===== src/rtl/nib_track_writer_if.sv =====
// SD write-back bus between nib_track_writer and the hps_io sd_* port.
//
// Handshake: the writer raises sd_wr with a valid sd_lba and holds both
// steady until hps_io answers with sd_ack. sd_ack stays high for one whole
// sector. While it is high, hps_io walks sd_buff_addr and samples sd_buff_din
// one cycle after each address. The ack rising edge accepts the sector. The
// falling edge ends it. A new sector starts only after that fall.
interface nib_track_writer_if #(
    parameter int LBA_W = 32
);
    logic [LBA_W-1:0] sd_lba;
    logic             sd_wr;
    logic             sd_ack;
    logic [8:0]       sd_buff_addr;
    logic [7:0]       sd_buff_din;

    modport master (
        output sd_lba,
        output sd_wr,
        output sd_buff_din,
        input  sd_ack,
        input  sd_buff_addr
    );

    modport slave (
        input  sd_lba,
        input  sd_wr,
        input  sd_buff_din,
        output sd_ack,
        output sd_buff_addr
    );
endinterface


===== src/rtl/nib_track_writer.sv =====
// Streams the buffered 13-sector NIB track back to the SD image.
// The CPU is held through busy while the write-back runs.
// A request made while busy is remembered and serviced right after DONE.
module nib_track_writer #(
    parameter int SECTORS = 13,
    parameter int TRACK_W = 6,
    parameter int LBA_W   = 32
) (
    input  logic               clk_sys,
    input  logic               reset_n,
    input  logic               flush_req,
    input  logic               track_dirty,
    input  logic [TRACK_W-1:0] buf_track,
    input  logic               img_ok,
    input  logic               img_ro,
    nib_track_writer_if.master sd,
    output logic [12:0]        trk_ram_addr,
    input  logic [7:0]         trk_ram_dout,
    output logic               busy,
    output logic               dirty_clr,
    output logic               flush_done,
    output logic               flush_err,
    output logic [1:0]         dbg_state
);

    typedef enum logic [1:0] {
        IDLE  = 2'd0,
        XFER  = 2'd1,
        ABORT = 2'd2,
        DONE  = 2'd3
    } state_t;

    state_t           state_q, state_d;
    logic [LBA_W-1:0] lba_q, lba_d;
    logic             wr_q, wr_d;
    logic [3:0]       sec_q, sec_d;
    logic             pending_q, pending_d;
    logic             err_q, err_d;
    logic             saved_q, saved_d;
    logic             old_ack_q;
    logic             busy_d, dirty_clr_d, flush_done_d, flush_err_d;
    logic             ack_rise, ack_fall;
    logic [LBA_W-1:0] first_lba;

    // buf_track is stable while busy, so the first LBA is taken straight from it.
    assign first_lba = LBA_W'(SECTORS) * {{(LBA_W-TRACK_W){1'b0}}, buf_track};

    assign ack_rise = sd.sd_ack & ~old_ack_q;
    assign ack_fall = ~sd.sd_ack & old_ack_q;

    assign sd.sd_lba      = lba_q;
    assign sd.sd_wr       = wr_q;
    assign sd.sd_buff_din = trk_ram_dout;
    assign trk_ram_addr   = {sec_q, sd.sd_buff_addr};
    assign dbg_state      = state_q;

    // State and datapath registers; reset abandons any sector in flight.
    always_ff @(posedge clk_sys) begin
        if (!reset_n) begin
            state_q    <= IDLE;
            lba_q      <= '0;
            wr_q       <= 1'b0;
            sec_q      <= '0;
            pending_q  <= 1'b0;
            err_q      <= 1'b0;
            saved_q    <= 1'b0;
            old_ack_q  <= 1'b0;
            busy       <= 1'b0;
            dirty_clr  <= 1'b0;
            flush_done <= 1'b0;
            flush_err  <= 1'b0;
        end else begin
            state_q    <= state_d;
            lba_q      <= lba_d;
            wr_q       <= wr_d;
            sec_q      <= sec_d;
            pending_q  <= pending_d;
            err_q      <= err_d;
            saved_q    <= saved_d;
            old_ack_q  <= sd.sd_ack;
            busy       <= busy_d;
            dirty_clr  <= dirty_clr_d;
            flush_done <= flush_done_d;
            flush_err  <= flush_err_d;
        end
    end

    // Next-state logic: request decode, per-sector ack tracking and result pulses.
    always_comb begin
        state_d      = state_q;
        lba_d        = lba_q;
        wr_d         = wr_q;
        sec_d        = sec_q;
        pending_d    = pending_q;
        err_d        = err_q;
        saved_d      = saved_q;
        busy_d       = busy;
        dirty_clr_d  = 1'b0;
        flush_done_d = 1'b0;
        flush_err_d  = 1'b0;

        // Requests that arrive while working collapse into one pending flag.
        if (flush_req && state_q != IDLE) begin
            pending_d = 1'b1;
        end

        case (state_q)
            IDLE: begin
                if (flush_req || pending_q) begin
                    pending_d = 1'b0;
                    if (!track_dirty) begin
                        err_d   = 1'b0;
                        saved_d = 1'b0;
                        state_d = DONE;
                    end else if (!img_ok || img_ro) begin
                        err_d   = 1'b1;
                        saved_d = 1'b0;
                        state_d = DONE;
                    end else begin
                        sec_d   = '0;
                        lba_d   = first_lba;
                        wr_d    = 1'b1;
                        busy_d  = 1'b1;
                        state_d = XFER;
                    end
                end
            end
            XFER: begin
                if (ack_rise) begin
                    // Advance the LBA now. It is not used again until the next sector.
                    lba_d = lba_q + LBA_W'(1);
                    if (sec_q == 4'(SECTORS - 1)) begin
                        wr_d = 1'b0;
                    end
                end
                if (ack_fall) begin
                    sec_d = sec_q + 4'd1;
                    if (!wr_q) begin
                        err_d   = 1'b0;
                        saved_d = 1'b1;
                        state_d = DONE;
                    end else if (!img_ok) begin
                        wr_d    = 1'b0;
                        state_d = ABORT;
                    end
                end
            end
            ABORT: begin
                if (!sd.sd_ack) begin
                    err_d   = 1'b1;
                    saved_d = 1'b0;
                    state_d = DONE;
                end
            end
            DONE: begin
                flush_done_d = 1'b1;
                flush_err_d  = err_q;
                dirty_clr_d  = saved_q;
                busy_d       = 1'b0;
                state_d      = IDLE;
            end
            default: state_d = IDLE;
        endcase
    end

endmodule

===== src/flat_wrapper.sv =====
// flat-port wrapper written by rule: the top's interface ports become plain ports
module nib_track_writer_flat 
#(
    parameter int SECTORS = 13,
    parameter int TRACK_W = 6,
    parameter int LBA_W   = 32
)
  (clk_sys, reset_n, flush_req, track_dirty, buf_track, img_ok, img_ro, trk_ram_addr, trk_ram_dout, busy, dirty_clr, flush_done, flush_err, dbg_state, sd_sd_lba, sd_sd_wr, sd_sd_buff_din, sd_sd_ack, sd_sd_buff_addr);
  nib_track_writer_if #(.LBA_W(LBA_W)) sd_i ();
  input  logic clk_sys;
  input  logic reset_n;
  input  logic flush_req;
  input  logic track_dirty;
  input  logic [TRACK_W-1:0] buf_track;
  input  logic img_ok;
  input  logic img_ro;
  output logic [12:0] trk_ram_addr;
  input  logic [7:0] trk_ram_dout;
  output logic busy;
  output logic dirty_clr;
  output logic flush_done;
  output logic flush_err;
  output logic [1:0] dbg_state;
  output wire logic [$bits(sd_i.sd_lba)-1:0] sd_sd_lba;
  output wire logic [$bits(sd_i.sd_wr)-1:0] sd_sd_wr;
  output wire logic [$bits(sd_i.sd_buff_din)-1:0] sd_sd_buff_din;
  input wire logic [$bits(sd_i.sd_ack)-1:0] sd_sd_ack;
  input wire logic [$bits(sd_i.sd_buff_addr)-1:0] sd_sd_buff_addr;
  assign sd_sd_lba = sd_i.sd_lba;
  assign sd_sd_wr = sd_i.sd_wr;
  assign sd_sd_buff_din = sd_i.sd_buff_din;
  assign sd_i.sd_ack = sd_sd_ack;
  assign sd_i.sd_buff_addr = sd_sd_buff_addr;
  nib_track_writer #(.SECTORS(SECTORS), .TRACK_W(TRACK_W), .LBA_W(LBA_W)) u_core (.clk_sys(clk_sys), .reset_n(reset_n), .flush_req(flush_req), .track_dirty(track_dirty), .buf_track(buf_track), .img_ok(img_ok), .img_ro(img_ro), .sd(sd_i), .trk_ram_addr(trk_ram_addr), .trk_ram_dout(trk_ram_dout), .busy(busy), .dirty_clr(dirty_clr), .flush_done(flush_done), .flush_err(flush_err), .dbg_state(dbg_state));
endmodule

===== config.mk =====
export PLATFORM = sky130hd
export DESIGN_NAME = nib_track_writer_flat
export DESIGN_NICKNAME = d
export VERILOG_FILES = /design/src/rtl/nib_track_writer_if.sv /design/src/rtl/nib_track_writer.sv /design/src/flat_wrapper.sv
export SDC_FILE = /design/constraint.sdc
export NUM_CORES = 1
export LEC_CHECK = 0
export ABC_AREA = 1
export BUFFER_PORTS_ARGS = -buffer_cell sky130_fd_sc_hd__buf_2
export CORE_UTILIZATION = 25
export DETAILED_ROUTE_END_ITERATION = 10
export PLACE_DENSITY = 0.55
export SLEW_MARGIN = 20
export SYNTH_ARGS = -nofsm -noshare
export SYNTH_HDL_FRONTEND = slang
export SYNTH_SLANG_ARGS = --single-unit

===== constraint.sdc =====
create_clock -name clk_sys -period 7 [get_ports clk_sys]
set_clock_uncertainty 0.2 [all_clocks]
set_input_delay 1.4 -clock clk_sys [delete_from_list [all_inputs] [get_ports clk_sys]]
set_output_delay 1.4 -clock clk_sys [all_outputs]
set_load 0.01 [all_outputs]

==> run_results.csv <==
group,metric,value,unit
critical_path,arrival,3.52,ns
clocking,numCtsBuffers,5,
detailed_routing,wire_per_inst,11.8,µm
yosys,synth_area,3210,µm²
detailed_routing,dr.pass1.iters,4,
floorplan,die_area,13300,µm²
timing,relSlewSlack,0.393,
yosys,synthSimpleGateAreaFrac,0.316,
grt,overflow,0,
grt,antenna_found_initial,0,
grt,first_global_vias,2850,
placement,port_buffers,55,
critical_path,path_cells,"inv_1 -> ha_1 -> inv_2 -> o21ai_1 -> nand3_2 -> nor2_4 -> nand2_1 -> nand2_1 -> inv_2 -> o21ai_0 -> nor2_1",
critical_path,cp.required,6.97,ns
detailed_routing,ant_nets,0,
critical_path,slowest_stage,"ha_1",
critical_path,worstSetupPathType,"reg -> reg",
yosys,syn_nets,539,
clocking,cts_setup_buffers,0,
placement,place.gp.congestion,0.779,
clocking,cts.htree.levels,2,
timing,post-route-period-util,0.506,
floorplan,initial_core_util,0.255,
timing,fin_tns_setup,0,ns
yosys,syn-instance-count,483,
pwr,power-per-cell-area,255,nW/µm²
timing,max_freq,282,MHz
yosys,synth_top_family_by_area,"simple AND/OR/NAND/NOR gates",
yosys,ys.flop_type,"dfxtp_1",
timing,tightest_slew,0.909,ns
grt,grt_usage,0.129,
yosys,ys_types,33,
clocking,clock_latency,0.29,ns
detailed_routing,viasPerCell,4.53,
finish,drive_gt1_frac,0.145,
pwr,comb_power_share,0.362,
detailed_routing,route.detailed.drc,0,
yosys,synth_xor_area_frac,0.0109,
timing,rsz0062_at_grt,"false",
yosys,synth_compound_gate_area_share,0.139,
pwr,irDropWorstVdd,0.000104,V
timing,hold_violations,0,
clocking,holdBufCountCts,0,
critical_path,reg2reg_from,"u_core.dbg_state[1]",
detailed_routing,drt_wl_total,8160,µm
grt,grt_max_degree,40,
floorplan,std_cell_rows,41,
worst_hold_path,holdCritPathClass,"reg -> reg",
finish,final_util,0.289,
clocking,tritoncts,"built",
clocking,cts_root_buf,"clkbuf_16",
critical_path,startpoint,"u_core.dbg_state[1]",
timing,slew_violations,0,
clocking,cts.clk_slew.worst_paths,0.07,ns
pwr,p_leak,1.59,nW
critical_path,cpPeakStageDelay,0.70,ns
pwr,swShare,0.402,
yosys,seq_area_frac_synth,0.293,
floorplan,core,12600,µm²
yosys,syn_area_per_cell,6.64,µm²
pwr,internal_power,0.000554,W
yosys,ys_seq_elements,47,
finish,final_nets,574,
clocking,cts.path.max_buffers,2,
floorplan,die-width,115,µm
finish,layout_commonest_cell,"nand2_1",
floorplan,die_h,115,µm
pwr,power.switching,0.000373,W
floorplan,ioPinCount,90,
detailed_routing,drt-initial-drc-count,171,
pwr,clkPwrFrac,0.254,
placement,dp_hpwl,6330,µm
pwr,seq_power_share,0.383,
worst_hold_path,hp-start,"u_core.err_q",
finish,mostFrequentLayoutCells,"nand2_1 (108), nor2_1 (75), inv_1 (56), buf_2 (55), dfxtp_1 (47)",
clocking,cts.sinks,47,
grt,grt_pass1_wl,13700,µm
timing,layout_setup_ws,3.46,ns
job,drv_cap,0,
critical_path,cp-start-kind,"register",
critical_path,cp-end-kind,"register",
run_status,status,"finished clean",
yosys,synth_edf_count,0,
finish,area_growth,13.3,%
yosys,ys_warn_count,0,
critical_path,critPathMaxFanout,39,
finish,diodes,0,
yosys,synthArstFlopShare,0,
timing,setup_viol,0,
yosys,synth.mux.area_fraction,0,
clocking,ctsResizeCount,0,
detailed_routing,num_vias,3127,
yosys,synthAdderAreaFrac,0.108,
placement,place_ws,3.25,ns
timing,post-route-min-period,3.54,ns
timing,timing.hold.ws,0.243,ns
## worst max-delay path: cells and delay by family, from the launching register on
family	cells	cell delay, ns
compound gates	2	0.35
simple gates	5	1.24
buf+inv	3	0.58
flops	1	0.33
fa+ha+maj	1	0.70
## area by class of cell
type                            count  area [µm²]
Clock buffer                        6         129
Clock inverter                      2        12.5
Fill cell                        1424        8930
Inverter                           59         221
Multi-Input combinational cell    350        1840
Sequential cell                    47         941
Tap cell                          172         215
Timing Repair Buffer               55         275
## cell families (layout without fill, tap and decap cells)
kind of cell | count (synthesis) | count (layout)
compound gates | 84 | 84
xor+xnor | 4 | 4
fa+ha+maj | 26 | 26
buf+inv | 86 | 122
flops | 47 | 47
simple gates | 236 | 236
## worst paths after layout
| path | slack, ns | cells past startpoint | to |
|---|---|---|---|
| worst max-delay path | 3.46 | 11 | u_core.sd.sd_lba[16] |
| worst min-delay path | 0.24 | 2 | u_core.flush_err |
| worst max register to register | 3.46 | 11 | u_core.sd.sd_lba[16] |
| worst min register to register | 0.24 | 2 | u_core.flush_err |
## through the flow
| stage | cells | total power (W) | area [µm²] |
|---|---|---|---|
| floorplan | 483 | 0.000623 | 3210 |
| global placement | 683 | 0.000696 | 3490 |
| detailed placement | 683 | 0.000701 | 3490 |
| CTS | 691 | 0.000941 | 3630 |
| global route | 691 | 0.00101 | 3630 |
| finish | 691 | 0.000926 | 3630 |
## Yosys cell counts, drive strengths merged (4+ instances only)
cell,n,area [µm²]
nand2,108,405
nor2,78,305
inv,59,221
dfxtp,47,941
a21oi,38,190
o21ai,35,175
nand3,30,173
buf,23,190
ha,23,288
nand4,11,75.1
a31oi,6,37.5
nor3,5,25.0
clkbuf,4,15.0
xor2,4,35.0
## power by group through the flow
stage	sequential [W]	combinational [W]	clock (W)
global route	0.000364	0.000390	0.000256
global placement	0.000361	0.000335	0
finish	0.000355	0.000336	0.000236
detailed placement	0.000362	0.000339	0
floorplan	0.000368	0.000255	0
CTS	0.000356	0.000341	0.000244
## registers in the layout, summed over array words and instances, names as in the netlist
signal / cells
u_core.saved_q: 1
u_core.sd.sd_wr: 1
u_core.pending_q: 1
u_core.flush_err: 1
u_core.sec_q: 4
u_core.dbg_state: 2
u_core.sd.sd_lba: 32
u_core.err_q: 1
u_core.flush_done: 1
u_core.old_ack_q: 1
u_core.busy: 1
u_core.dirty_clr: 1
## routing by layer
layer | routed length [µm] | up-vias | global-route usage
li1 | - | 1630 | -
met5 | 0 | - | 0
met1 | 3820 | 1426 | 0.162
met4 | 102 | 0 | 0.0398
met2 | 3870 | 62 | 0.220
met3 | 374 | 9 | 0.0274
Power figures use the tool's default switching activity.
